<file path="src/rtl/spi_pkg.sv">
// Shared SPI definitions: FSM state encoding, default word width and the
// cpol/cpha mode constants common to the master and slave blocks.
package spi_pkg;

    localparam int DATA_W_DEF = 8;

    typedef enum logic [1:0] {
        IDLE  = 2'd0,
        LOAD  = 2'd1,
        SHIFT = 2'd2
    } state_e;

    // Mode encoding is {cpol, cpha}.
    typedef enum logic [1:0] {
        MODE_CPOL0_CPHA0 = 2'b00,
        MODE_CPOL0_CPHA1 = 2'b01,
        MODE_CPOL1_CPHA0 = 2'b10,
        MODE_CPOL1_CPHA1 = 2'b11
    } spi_mode_e;

endpackage

</file>
<file path="src/rtl/spi_sync.sv">
// Multi-flop synchronizer bringing one asynchronous SPI pin into the clk
// domain. RESET_VAL selects the level the chain reports while in reset.
module spi_sync #(
    parameter int   STAGES    = 2,
    parameter logic RESET_VAL = 1'b0
) (
    input  logic clk,
    input  logic reset,
    input  logic d,
    output logic q
);

    logic [STAGES-1:0] chain_q;
    logic [STAGES-1:0] chain_d;

    always_comb begin
        chain_d = {chain_q[STAGES-2:0], d};
    end

    // NOTE: non-blocking assignment so every stage takes the previous stage's old value.
    always_ff @(posedge clk) begin
        if (reset) begin
            chain_q <= {STAGES{RESET_VAL}};
        end else begin
            chain_q <= chain_d;
        end
    end

    assign q = chain_q[STAGES-1];

endmodule

</file>
<file path="src/rtl/spi_slave.sv">
// SPI slave endpoint: oversamples sclk/cs_n/mosi on clk, receives MSB-first
// into dataOUT and shifts a host-loaded byte out on miso, all four modes.
module spi_slave
    import spi_pkg::*;
#(
    parameter int DATA_W      = DATA_W_DEF,
    parameter int SYNC_STAGES = 2
) (
    input  logic              clk,
    input  logic              reset,
    input  logic              cpol,
    input  logic              cpha,
    input  logic              sclk,
    input  logic              cs_n,
    input  logic              mosi,
    output logic              miso,
    input  logic [DATA_W-1:0] dataIN,
    input  logic              tx_load,
    output logic              tx_ready,
    output logic [DATA_W-1:0] dataOUT,
    output logic              rx_valid,
    output logic              frame_err
);

    localparam int CNT_W = $clog2(DATA_W);
    localparam logic [CNT_W-1:0] CNT_LAST = CNT_W'(DATA_W - 1);
    localparam logic [1:0] ST_IDLE  = IDLE;
    localparam logic [1:0] ST_LOAD  = LOAD;
    localparam logic [1:0] ST_SHIFT = SHIFT;

    logic sclk_s;
    logic cs_s;
    logic mosi_s;

    spi_sync #(.STAGES(SYNC_STAGES), .RESET_VAL(1'b0)) u_sync_sclk (
        .clk(clk), .reset(reset), .d(sclk), .q(sclk_s)
    );
    // cs chain resets to "selected" so a frame still running across reset
    // cannot produce a falling edge until cs_n has been seen high.
    spi_sync #(.STAGES(SYNC_STAGES), .RESET_VAL(1'b0)) u_sync_cs (
        .clk(clk), .reset(reset), .d(cs_n), .q(cs_s)
    );
    spi_sync #(.STAGES(SYNC_STAGES), .RESET_VAL(1'b0)) u_sync_mosi (
        .clk(clk), .reset(reset), .d(mosi), .q(mosi_s)
    );

    logic [1:0]        state_q, state_d;
    logic              cpol_q, cpol_d;
    logic              cpha_q, cpha_d;
    logic              sclk_prev_q, sclk_prev_d;
    logic              cs_prev_q, cs_prev_d;
    logic [DATA_W-1:0] tx_buf_q, tx_buf_d;
    logic              tx_ready_q, tx_ready_d;
    logic [DATA_W-1:0] tx_shift_q, tx_shift_d;
    logic [DATA_W-2:0] rx_shift_q, rx_shift_d;
    logic [CNT_W-1:0]  cnt_q, cnt_d;
    logic              miso_q, miso_d;
    logic [DATA_W-1:0] data_out_q, data_out_d;
    logic              rx_valid_q, rx_valid_d;
    logic              frame_err_q, frame_err_d;

    logic              cs_fall, cs_rise;
    logic              sclk_edge, lead_edge, trail_edge;
    logic              sample_edge, shift_edge;
    logic [DATA_W-1:0] rx_word;
    logic [DATA_W-1:0] load_word;

    always_comb begin
        cs_fall     = cs_prev_q & ~cs_s;
        cs_rise     = ~cs_prev_q & cs_s;
        sclk_edge   = sclk_s ^ sclk_prev_q;
        lead_edge   = sclk_edge & (sclk_prev_q == cpol_q);
        trail_edge  = sclk_edge & (sclk_s == cpol_q);
        sample_edge = cpha_q ? trail_edge : lead_edge;
        shift_edge  = cpha_q ? lead_edge : trail_edge;
        rx_word     = {rx_shift_q, mosi_s};
        load_word   = tx_ready_q ? '0 : tx_buf_q;
    end

    always_comb begin
        // NOTE: every _d takes its _q value first, so no path leaves one unassigned (no latch).
        state_d     = state_q;
        cpol_d      = cpol_q;
        cpha_d      = cpha_q;
        sclk_prev_d = sclk_s;
        cs_prev_d   = cs_s;
        tx_buf_d    = tx_buf_q;
        tx_ready_d  = tx_ready_q;
        tx_shift_d  = tx_shift_q;
        rx_shift_d  = rx_shift_q;
        cnt_d       = cnt_q;
        miso_d      = miso_q;
        data_out_d  = data_out_q;
        rx_valid_d  = 1'b0;
        frame_err_d = 1'b0;

        case (state_q)
            ST_IDLE: begin
                miso_d = 1'b0;
                if (cs_fall) begin
                    cpol_d  = cpol;
                    cpha_d  = cpha;
                    state_d = ST_LOAD;
                end
            end
            ST_LOAD: begin
                if (cs_rise) begin
                    miso_d  = 1'b0;
                    state_d = ST_IDLE;
                end else begin
                    cnt_d      = '0;
                    rx_shift_d = '0;
                    tx_ready_d = 1'b1;
                    // cpha=0 needs the MSB on the wire before the first sample edge.
                    if (cpha_q) begin
                        tx_shift_d = load_word;
                    end else begin
                        miso_d     = load_word[DATA_W-1];
                        tx_shift_d = {load_word[DATA_W-2:0], 1'b0};
                    end
                    state_d = ST_SHIFT;
                end
            end
            ST_SHIFT: begin
                if (cs_rise) begin
                    frame_err_d = (cnt_q != '0);
                    miso_d      = 1'b0;
                    state_d     = ST_IDLE;
                end else if (sample_edge) begin
                    rx_shift_d = rx_word[DATA_W-2:0];
                    if (cnt_q == CNT_LAST) begin
                        data_out_d = rx_word;
                        rx_valid_d = 1'b1;
                        cnt_d      = '0;
                        state_d    = ST_LOAD;
                    end else begin
                        cnt_d = cnt_q + CNT_W'(1);
                    end
                end else if (shift_edge && (cpha_q || cnt_q != '0)) begin
                    // With cpha=0 the shift edge after a word's last sample is
                    // skipped: LOAD has already presented the next MSB.
                    miso_d     = tx_shift_q[DATA_W-1];
                    tx_shift_d = {tx_shift_q[DATA_W-2:0], 1'b0};
                end
            end
            default: begin
                state_d = ST_IDLE;
            end
        endcase

        if (tx_load && tx_ready_q) begin
            tx_buf_d   = dataIN;
            tx_ready_d = 1'b0;
        end
    end

    always_ff @(posedge clk) begin
        if (reset) begin
            state_q     <= ST_IDLE;
            cpol_q      <= 1'b0;
            cpha_q      <= 1'b0;
            sclk_prev_q <= 1'b0;
            cs_prev_q   <= 1'b0;
            tx_buf_q    <= '0;
            tx_ready_q  <= 1'b1;
            tx_shift_q  <= '0;
            rx_shift_q  <= '0;
            cnt_q       <= '0;
            miso_q      <= 1'b0;
            data_out_q  <= '0;
            rx_valid_q  <= 1'b0;
            frame_err_q <= 1'b0;
        end else begin
            state_q     <= state_d;
            cpol_q      <= cpol_d;
            cpha_q      <= cpha_d;
            sclk_prev_q <= sclk_prev_d;
            cs_prev_q   <= cs_prev_d;
            tx_buf_q    <= tx_buf_d;
            tx_ready_q  <= tx_ready_d;
            tx_shift_q  <= tx_shift_d;
            rx_shift_q  <= rx_shift_d;
            cnt_q       <= cnt_d;
            miso_q      <= miso_d;
            data_out_q  <= data_out_d;
            rx_valid_q  <= rx_valid_d;
            frame_err_q <= frame_err_d;
        end
    end

    assign miso      = miso_q;
    assign tx_ready  = tx_ready_q;
    assign dataOUT   = data_out_q;
    assign rx_valid  = rx_valid_q;
    assign frame_err = frame_err_q;

endmodule
</file>
<file path="config.mk">
export PLATFORM = sky130hd
export DESIGN_NAME = spi_slave
export DESIGN_NICKNAME = d
export VERILOG_FILES = /design/src/rtl/spi_pkg.sv /design/src/rtl/spi_sync.sv /design/src/rtl/spi_slave.sv
export SDC_FILE = /design/constraint.sdc
export NUM_CORES = 1
export LEC_CHECK = 0
export BUFFER_PORTS_ARGS = -buffer_cell sky130_fd_sc_hd__buf_4
export CORE_ASPECT_RATIO = 0.8
export CORE_MARGIN = 4
export CORE_UTILIZATION = 59
export CTS_BUF_LIST = sky130_fd_sc_hd__clkbuf_8
export DETAILED_ROUTE_END_ITERATION = 8
export GPL_ROUTABILITY_DRIVEN = 0
export GPL_TIMING_DRIVEN = 0
export PLACE_DENSITY = 0.81
export SYNTH_ARGS = -nofsm -noshare
export SYNTH_HDL_FRONTEND = slang
export SYNTH_SLANG_ARGS = --single-unit
</file>
<file path="constraint.sdc">
create_clock -name clk -period 2.43 [get_ports clk]
set_clock_uncertainty 0.2 [all_clocks]
set_input_delay 0 -clock clk [delete_from_list [all_inputs] [get_ports clk]]
set_output_delay 0 -clock clk [all_outputs]
set_load 0.05 [all_outputs]
</file>
==> impl_metrics.csv, run 1 <==
group,metric,value,unit
route,drt-wirelength-per-cell,14.67,um
die,coreArea,0.003495,mm^2
route,first_pass_iters,4,
place,dp_hpwl,3212,um
power,pwr-share-comb,19.2,%
grt,grt_overflow,0,
clock_tree,clock_sinks,50,
worst_setup_path,cp-start-kind,"flop",
route,wirelength,4825,um
power,pwr-share-clk,28.8,%
clock_tree,htree_levels,2,
power,intPower,0.001202,W
synthesis,ys_seq_area_share,45.66,%
timing,hold_viol_final,0,
route,wl_met2,2174,um
timing,finalSetupTns,0,ns
worst_setup_path,max_stage_delay,0.49,ns
timing,grt_setup_unrepaired,"no",
clock_tree,clk_latency,0.30,ns
synthesis,avgSynthCellArea,9.449,um^2
clock_tree,cts_tree,"done",
route,top_layer,"met4",
synthesis,synth_cell_types,33,
worst_setup_path,crit_chain,"inv_1 -> ha_1 -> buf_2 -> o21ai_0 -> a21oi_1 -> nor2_1 -> a22o_1",
clock_tree,numCtsBuffers,5,
worst_setup_path,cp.arrival,2.20,ns
route,viasPerCell,5.571,
synthesis,ys_warn_count,0,
timing,tightest_slew,0.6265,ns
timing,slew_violations,0,
worst_setup_path,timing.rr.start,"state_q[0]$_SDFFE_PP0P_",
place,port-buffer-count,25,
final_layout,fillers,219,
route,drt_iter0_drc,169,
power,p_switching,0.0004806,W
synthesis,synth_nets,255,
route,wl_met3,262,um
run_status,status,"finished clean",
worst_setup_path,r2r_end,"rx_shift_q[5]$_SDFFE_PP0P_",
final_layout,final_cell_mix,"50 x dfxtp_1, 25 x buf_4, 22 x dlygate4sd3_1",
worst_setup_path,reg2reg_setup_slack,0.28,ns
die,ios,28,
final_layout,synthToLayoutAreaGrowth,25.46,%
flow_run,maxCapViolations,0,
synthesis,synth_largest_area_cell,"dfxtp_1",
die,die_x,76.15,um
worst_setup_path,endpoint_kind,"flop",
final_layout,n_antenna_cell,0,
timing,finalCriticalPeriod,2.148,ns
timing,relSlewSlack,58.08,%
synthesis,yosys.area.top_type_share,45.66,%
worst_setup_path,startpoint,"state_q[0]$_SDFFE_PP0P_",
synthesis,synth_seq_cells,50,
final_layout,final_nets,309,
worst_setup_path,crit_slowest_cell,"nor2_1",
worst_setup_path,critical_path_class,"flop to flop",
final_layout,final_area,0.002750,mm^2
place,placed_cell_area,0.002432,mm^2
grt,antenna_found_initial,0,
power,powerDensity,611.7,mW/mm^2
final_layout,final_common_cell,"dfxtp_1",
route,ant_nets,0,
clock_tree,clk_path_buf_depth,2,
power,peakVddDrop,0.0005216,V
worst_setup_path,reg2reg_depth,7,
die,row_count,19,
clock_tree,clk_pin_slew,0.08,ns
worst_setup_path,crit_path_end,"rx_shift_q[5]$_SDFFE_PP0P_",
grt,grt_max_degree,15,
synthesis,synth.area.top_cells,"dfxtp_1 46%, mux2i_1 5.9%, a21oi_1 4.8%, nand3_1 4.1%, mux2_2 4.1%",
synthesis,syn_area,0.002192,mm^2
grt,grt_util_all_layers,20.70,%
grt,grt_pass1_wl,8073,um
power,netSwitchingFraction,28.57,%
route,drc,0,
die,initial_core_util,62.73,%
worst_setup_path,required,2.48,ns
die,die_area,0.004761,mm^2
route,wl_met1,2336,um
synthesis,netlist_instances,232,
timing,period_share,88.40,%
grt,first_global_vias,1697,
timing,clock.fmax,0.4655,GHz
worst_setup_path,worstPathMaxFanout,9,
die,fp.dieH,62.52,um
power,power_frac_seq,52.0,%
worst_hold_path,hold_path_class,"input pin to flop",
clock_tree,cts_setup_buffers,0,
timing,setup_violations,0,
power,p_leak,1.042,nW
route,num_vias,1833,
final_layout,drive_gt1_share,16.38,%
clock_tree,cts-root-buf,"clkbuf_8",
## cell families after synthesis
group           after synthesis  share of synthesized area (%)
compound gates               54                          17.47
mux                          22                          10.56
flops                        50                          45.66
simple gates                 80                          18.38
fa+ha+maj                     7                          3.995
buf+inv                      18                          3.539
xor+xnor                      1                         0.3996
## worst max-delay path: cells and delay by family, from the launching register on
family          cells  cell delay (ns)
fa+ha+maj           1             0.20
compound gates      3             0.57
simple gates        1             0.49
buf+inv             2             0.25
flops               1             0.39
## layout make-up
class	instances	area, um^2	share of cell area, %
multi-input cells	164	1120	40.72
flip-flops and latches	50	1001	36.40
repair buffers	47	407.9	14.83
clock buffers	6	82.58	3.003
plain buffers	13	58.81	2.138
well taps	42	52.55	1.911
inverters	5	18.77	0.6824
clock inverters	2	8.758	0.3185
## power groups by stage
stage	logic, W	clock network [W]	registers [W]
4_1_cts	0.000314	0.000490	0.000874
6_report	0.000324	0.000485	0.000874
3_3_place_gp	0.000278	0	0.000891
2_1_floorplan	0.000202	0	0.000892
5_1_grt	0.000357	0.000530	0.000879
3_5_place_dp	0.000282	0	0.000893
## worst min-delay path by stage
| stage | startpoint | endpoint | slack (ns) | cells after the start |
|---|---|---|---|---|
| 6_report | tx_load | tx_ready$_SDFFE_PP1P_ | 0.17 | 3 |
| 5_1_grt | reset | state_q[1]$_SDFFE_PP0P_ | 0.22 | 3 |
| 4_1_cts | tx_load | tx_ready$_SDFFE_PP1P_ | 0.13 | 3 |
| 3_5_place_dp | cs_n | u_sync_cs.chain_q[0]$_SDFF_PP0_ | 0.02 | 2 |
| 3_3_place_gp | sclk | u_sync_sclk.chain_q[0]$_SDFF_PP0_ | 0.01 | 2 |
| 2_1_floorplan | cs_n | u_sync_cs.chain_q[0]$_SDFF_PP0_ | -0.07 | 1 |
## stage by stage
step	total power, W	util [%]	cells	worst slack, ns	hold slack [ns]
floorplan	0.001095	-	232	0.5241	-0.07182
global placement	0.001170	69.60	299	0.2464	0.009578
detailed placement	0.001175	69.60	299	0.1989	0.01864
CTS	0.001678	78.52	329	0.1767	0.1335
global route	0.001766	78.70	329	0.06762	0.2181
finish	0.001682	78.70	329	0.2820	0.1676
## layer usage
metal / global-route usage, % / vias up
met5: 0 / -
met4: 6.114 / 0
met3: 4.467 / 6
met2: 30.77 / 45
met1: 29.99 / 856
li1: - / 926
## state kept, by name (all words and copies together), names as in the netlist, 2 cells and up
| register | cells |
|---|---|
| cnt_q | 3 |
| tx_buf_q | 8 |
| dataOUT | 8 |
| rx_shift_q | 7 |
| state_q | 2 |
| u_sync_mosi.chain_q | 2 |
| tx_shift_q | 8 |
| u_sync_sclk.chain_q | 2 |
| u_sync_cs.chain_q | 2 |
## cells in the mapped netlist
master,number
xnor2_1,1
ha_1,7
nor2_1,17
nand2_1,20
a21oi_1,21
buf_2,2
a311oi_1,1
clkbuf_1,10
nor2b_1,9
nand3_1,18
or3b_1,1
inv_1,5
mux2i_1,13
nor4_1,1
a211oi_2,1
o21ai_0,2
mux2_1,1
o22ai_1,1
buf_6,1
nor2_4,1
nor3_2,1
dfxtp_1,50
o31ai_1,1
nand2b_1,6
or3_1,1
nand4b_1,2
nand3b_1,2
a21o_1,9
a22o_1,9
a22oi_1,8
mux2_2,8
nor3_1,1
o2111ai_4,1
## what timing repair did
item / CTS / global route
gates resized for setup: 0 / 1
hold buffers: 22 / 0
endpoints found under the hold margin: 13 / 0
endpoints found under the setup margin: 0 / 9
Note: power is estimated with default switching activity, not from simulation.
==> run 2, diff against run 1 <==
- ABC_AREA: unset -> 1
==> run 2 against run 1 <==
  * Synthesized cell count up 33%
  * Global-route usage is 1.4 points higher
  * Setup slack improved by 0.17 ns
  * Cell area up 0.27%
  * Utilization fell by 0.32 points
  * Sequential cell count did not move
  * Count of clock-buffer cells in the layout is the same
  * Fmax up 8.8%
  * Largest power group unchanged
  * Clock power rose by 47%
  * Hold slack improved by 0.040 ns
==> impl_metrics.csv, run 2 <==
group,metric,value,unit
power,peakVddDrop,0.0005570,V
grt,grt_overflow,0,
synthesis,yosys.area.top_type_share,45.30,%
clock_tree,clk_latency,0.30,ns
timing,finalCriticalPeriod,1.974,ns
worst_setup_path,startpoint,"state_q[0]$_SDFFE_PP0P_",
power,power_frac_seq,44.5,%
clock_tree,numCtsBuffers,5,
route,wl_met1,2469,um
route,drc,0,
clock_tree,cts-root-buf,"clkbuf_8",
die,fp.dieH,62.74,um
power,pwr-share-comb,23.2,%
power,powerDensity,799.7,mW/mm^2
clock_tree,cts_setup_buffers,0,
worst_setup_path,required,2.47,ns
power,p_switching,0.0006545,W
worst_setup_path,timing.rr.start,"state_q[0]$_SDFFE_PP0P_",
final_layout,drive_gt1_share,13.69,%
die,row_count,19,
clock_tree,cts_tree,"done",
synthesis,synth.area.top_cells,"dfxtp_1 45%, nand2_1 12%, nor2_1 7.1%, nand3_1 6.8%, a21oi_1 6.6%",
run_status,status,"finished clean",
route,drt-wirelength-per-cell,12.81,um
route,wirelength,5124,um
timing,setup_slack,0.4557,ns
die,die_area,0.004794,mm^2
power,netSwitchingFraction,29.68,%
worst_setup_path,endpoint_kind,"flop",
flow_run,maxCapViolations,0,
timing,slew_violations,0,
grt,grt_max_degree,16,
die,ios,28,
synthesis,synth_edf_count,0,
power,p_leak,1.195,nW
worst_setup_path,worstPathMaxFanout,10,
die,die_x,76.42,um
clock_tree,htree_levels,2,
final_layout,synthToLayoutAreaGrowth,24.80,%
timing,clock.fmax,0.5065,GHz
grt,first_global_vias,1937,
synthesis,ys_warn_count,0,
route,first_pass_iters,5,
synthesis,ys.flop_type,"dfxtp_1",
worst_setup_path,cp-start-kind,"flop",
route,wl_met3,294,um
power,intPower,0.001551,W
synthesis,synth_largest_area_cell,"dfxtp_1",
power,pwr-share-clk,32.3,%
synthesis,avgSynthCellArea,7.174,um^2
timing,tightest_slew,0.4715,ns
clock_tree,clk_path_buf_depth,2,
route,viasPerCell,5.305,
worst_setup_path,critical_path_class,"flop to flop",
route,drt_iter0_drc,185,
final_layout,final_common_cell,"nand2_1",
place,port-buffer-count,27,
route,num_vias,2122,
timing,period_share,81.25,%
worst_setup_path,r2r_end,"tx_shift_q[3]$_SDFFE_PP0P_",
synthesis,synth_nets,331,
final_layout,final_cell_mix,"71 x nand2_1, 50 x dfxtp_1, 42 x nor2_1",
synthesis,synth.most_common_cell,"nand2_1",
final_layout,final_nets,380,
clock_tree,clock_sinks,50,
route,ant_nets,0,
final_layout,n_antenna_cell,0,
timing,finalSetupTns,0,ns
worst_setup_path,reg2reg_depth,10,
grt,antenna_found_initial,0,
clock_tree,clk_pin_slew,0.09,ns
grt,grt_util_all_layers,22.12,%
power,design_power_total,0.002205,W
route,top_layer,"met4",
grt,grt_pass1_wl,8645,um
timing,hold_viol_final,0,
place,place_worst_setup_slack,0.5294,ns
synthesis,synthTopCellsByCount,"71 x nand2_1, 50 x dfxtp_1, 42 x nor2_1, 30 x nand3_1, 29 x a21oi_1",
synthesis,syn_area,0.002210,mm^2
timing,setup_violations,0,
worst_hold_path,hold_path_depth,2,
route,wl_met2,2289,um
place,dp_hpwl,3354,um
synthesis,synth_seq_cells,50,
synthesis,ys_seq_area_share,45.30,%
worst_hold_path,hold_path_class,"flop to flop",
synthesis,synth_cell_types,22,
die,coreArea,0.003518,mm^2
worst_setup_path,crit_path_end,"tx_shift_q[3]$_SDFFE_PP0P_",
timing,grt_setup_unrepaired,"no",
worst_setup_path,cp.arrival,2.01,ns
synthesis,netlist_instances,308,
worst_setup_path,reg2reg_setup_slack,0.46,ns
synthesis,synthArstFlopShare,0,%
die,initial_core_util,62.80,%
timing,relSlewSlack,68.57,%
## run 2: how the worst min path moves through the flow
stage | start | to | slack [ns]
final | u_sync_mosi.chain_q[0]$_SDFF_PP0_ | u_sync_mosi.chain_q[1]$_SDFF_PP0_ | 0.21
after global routing | u_sync_cs.chain_q[0]$_SDFF_PP0_ | u_sync_cs.chain_q[1]$_SDFF_PP0_ | 0.24
after CTS | u_sync_mosi.chain_q[0]$_SDFF_PP0_ | u_sync_mosi.chain_q[1]$_SDFF_PP0_ | 0.21
after detailed placement | mosi | u_sync_mosi.chain_q[0]$_SDFF_PP0_ | 0.01
after global placement | sclk | u_sync_sclk.chain_q[0]$_SDFF_PP0_ | -0.000009
after floorplan | cs_n | u_sync_cs.chain_q[0]$_SDFF_PP0_ | -0.09
## run 2: stage by stage
stage / instance area, um^2 / instances / utilization [%] / hold WS, ns
4_1_cts: 2758 / 400 / 78.38 / 0.2078
3_5_place_dp: 2465 / 377 / 70.06 / 0.01055
2_1_floorplan: 2210 / 308 / - / -0.09303
5_1_grt: 2758 / 400 / 78.38 / 0.2359
6_report: 2758 / 400 / 78.38 / 0.2075
3_3_place_gp: 2465 / 377 / 70.06 / -0.000009159
## run 2: power groups by stage
stage / Clock, W / Combinational (W) / Sequential, W
2_1_floorplan: 0 / 0.000363 / 0.000985
3_3_place_gp: 0 / 0.000458 / 0.000991
3_5_place_dp: 0 / 0.000469 / 0.000994
4_1_cts: 0.000716 / 0.000501 / 0.000979
5_1_grt: 0.000755 / 0.000577 / 0.000990
6_report: 0.000712 / 0.000512 / 0.000981
## run 2: kinds of logic after synthesis
family / Yosys count / share of synthesized area (%)
DFF: 50 / 45.30
adders and majority gates: 7 / 3.964
buffers and inverters: 42 / 8.380
and+or+nand+nor: 149 / 28.09
AOI/OAI and AO/OA: 60 / 14.27
## run 2: layer usage
layer	up-vias	global-route usage [%]
li1	1091	-
met1	958	29.68
met2	65	34.54
met3	8	5.043
met4	0	8.597
met5	-	0
## run 2: final cells by class
| cell class | count | area, um^2 |
|---|---|---|
| buffer | 11 | 68.82 |
| tap | 42 | 52.55 |
| clock buffer | 6 | 82.58 |
| multi-input combinational | 216 | 1023 |
| inverter | 31 | 116.4 |
| timing repair buffer | 42 | 352.8 |
| sequential | 50 | 1001 |
| fill | 269 | 760.7 |
| clock inverter | 2 | 60.06 |
## run 2: critical path: stages (launching register included)
cell     delay, ns
dfxtp_1       0.41
inv_1         0.10
ha_1          0.26
buf_4         0.19
inv_1         0.11
nand2_1       0.14
o21ai_0       0.18
a31oi_1       0.07
nand3_1       0.09
nand2_1       0.06
nor2_1        0.10
## run 2: repair_timing
| action | 4_1_cts | 5_1_grt |
|---|---|---|
| hold buffers | 15 | 0 |
| gates resized for setup | 0 | 0 |
| endpoints found under the hold margin | 14 | 0 |
==> run 3, diff against run 2 <==
- CORE_UTILIZATION: 59 -> 54
- PLACE_DENSITY: 0.81 -> 0.78
- clock period: 2.43 -> 1.6 ns (I/O delays scaled with it)
==> run 3 against run 2 <==
  * Critical path type unchanged
  * Count of clock-buffer cells in the layout is the same
  * Cell area up 10%
  * Final cell count rose by 7.8%
  * Power rose by 55%
  * Highest routed layer unchanged
  * Critical endpoint is now tx_shift_q[5]$_SDFFE_PP0P_
  * The flow now finishes with violations (setup timing)
  * Sequential cell count is the same
==> impl_metrics.csv, run 3 (synthesis gave the netlist of run 2 again) <==
group,metric,value,unit
place,port-buffer-count,27,
worst_setup_path,crit_chain,"buf_4 -> ha_1 -> o21bai_1 -> nand2_1 -> inv_4 -> buf_6 -> nand3_2 -> nand2_1 -> nor2_1",
final_layout,final_common_cell,"nand2_1",
power,powerDensity,1123,mW/mm^2
clock_tree,cts_tree,"done",
worst_setup_path,critical_path_class,"flop to flop",
grt,first_global_vias,2091,
timing,setup_slack,-0.1586,ns
die,row_count,20,
worst_setup_path,cp_common_cell,"nand2_1",
timing,finalCriticalPeriod,1.759,ns
grt,grt_util_all_layers,22.31,%
clock_tree,cts-root-buf,"clkbuf_8",
worst_setup_path,endpoint_kind,"flop",
die,fp.dieH,65.22,um
timing,setup_violations,25,
clock_tree,clk_pin_slew,0.09,ns
route,wirelength,5829,um
timing,hold_viol_final,0,
route,ant_nets,0,
timing,finalSetupTns,-1.602,ns
clock_tree,clock_sinks,50,
die,initial_core_util,56.97,%
route,drt_iter0_drc,218,
route,drt-wirelength-per-cell,13.52,um
final_layout,regArea,0.001010,mm^2
route,first_pass_iters,5,
run_status,violations,"setup timing",
worst_setup_path,cp-start-kind,"flop",
grt,grt_overflow,0,
timing,relSlewSlack,68.81,%
die,ios,28,
worst_setup_path,worstPathMaxFanout,10,
die,coreArea,0.003879,mm^2
die,die_area,0.005186,mm^2
timing,tightest_slew,0.4679,ns
final_layout,synthToLayoutAreaGrowth,37.66,%
final_layout,final_cell_mix,"67 x nand2_1, 43 x dfxtp_1, 41 x buf_4",
final_layout,multiInputGateArea,0.001152,mm^2
timing,clock.fmax,0.5686,GHz
timing,period_share,109.9,%
final_layout,final_nets,398,
final_layout,fillers,278,
timing,grt_setup_unrepaired,"yes",
worst_setup_path,crit_slowest_cell,"dfxtp_2",
place,dp_cells,390,
route,viasPerCell,5.332,
clock_tree,numCtsBuffers,5,
worst_setup_path,cp.arrival,1.77,ns
run_status,status,"finished, violations left",
worst_setup_path,required,1.61,ns
power,peakVddDrop,0.0006909,V
grt,grt_max_degree,17,
route,num_vias,2298,
final_layout,drive_gt1_share,28.19,%
final_layout,n_antenna_cell,0,
worst_setup_path,max_stage_delay,0.34,ns
grt,grt_pass1_wl,9204,um
power,p_leak,1.296,nW
clock_tree,clk_path_buf_depth,2,
worst_hold_path,hold_path_class,"flop to flop",
flow_run,maxCapViolations,0,
route,drc,0,
clock_tree,htree_levels,2,
final_layout,instances_no_fill,431,
place,dp_hpwl,3344,um
timing,slew_violations,0,
die,die_x,79.52,um
power,design_power_total,0.003415,W
clock_tree,clk_latency,0.30,ns
timing,finalHoldWorstSlack,0.2185,ns
grt,antenna_found_initial,0,
==> run 3: stage by stage <==
step / util, % / cell area, um^2 / setup WS (ns)
CTS: 76.71 / 2975 / -0.07002
floorplan: - / 2220 / 0.00002287
finish: 78.42 / 3042 / -0.1586
detailed placement: 64.23 / 2491 / -0.1712
global route: 78.42 / 3042 / -0.2446
global placement: 64.23 / 2491 / -0.1586
==> run 3: layer usage <==
metal	up-vias	global-route usage (%)	wire length (um)
met1	1051	29.57	2593
met2	104	36.67	2673
li1	1128	-	-
met3	15	4.795	450
met4	0	6.223	111
met5	-	0	0
==> run 3: critical path: cells and delay by family (launching register included) <==
family	cells	cell delay [ns]
buffers and inverters	3	0.41
AND/OR/NAND/NOR	4	0.31
adder cells (fa/ha/maj)	1	0.24
flip-flops	1	0.34
AO/OA/AOI/OAI	1	0.17
==> run 3: power breakdown <==
group	total (W)	switching, W	internal, W	leakage (nW)
sequential	0.00151	0.000112	0.00139	0.410
clock	0.000788	0.000431	0.000357	0.0514
combinational	0.00112	0.000603	0.000518	0.835
total	0.00342	0.00115	0.00227	1.30
==> run 3: worst paths after layout <==
path / startpoint / slack, ns / depth (start not counted) / end
hold / removal: u_sync_cs.chain_q[0]$_SDFF_PP0_ / 0.22 / 2 / u_sync_cs.chain_q[1]$_SDFF_PP0_
setup / recovery: state_q[0]$_SDFFE_PP0P_ / -0.16 / 9 / tx_shift_q[5]$_SDFFE_PP0P_
setup reg to reg: state_q[0]$_SDFFE_PP0P_ / -0.16 / 9 / tx_shift_q[5]$_SDFFE_PP0P_
hold reg to reg: u_sync_cs.chain_q[0]$_SDFF_PP0_ / 0.22 / 2 / u_sync_cs.chain_q[1]$_SDFF_PP0_
==> run 3: area by class of cell <==
class	instances	share of cell area (%)
Buffer	11	2.550
Clock buffer	6	2.715
Clock inverter	2	0.5759
Inverter	31	4.072
Multi-Input combinational cell	216	37.89
Sequential cell	50	33.20
Tap cell	55	2.262
Timing Repair Buffer	60	16.74
==> run 3: repair_timing <==
action | 4_1_cts | 5_1_grt
gates cloned | 2 | 0
hold buffers | 15 | 0
buffers inserted | 17 | 0
pin swaps | 14 | 9
resized for setup | 27 | 24
hold endpoints to repair | 14 | 0
endpoints found under the setup margin | 29 | 38
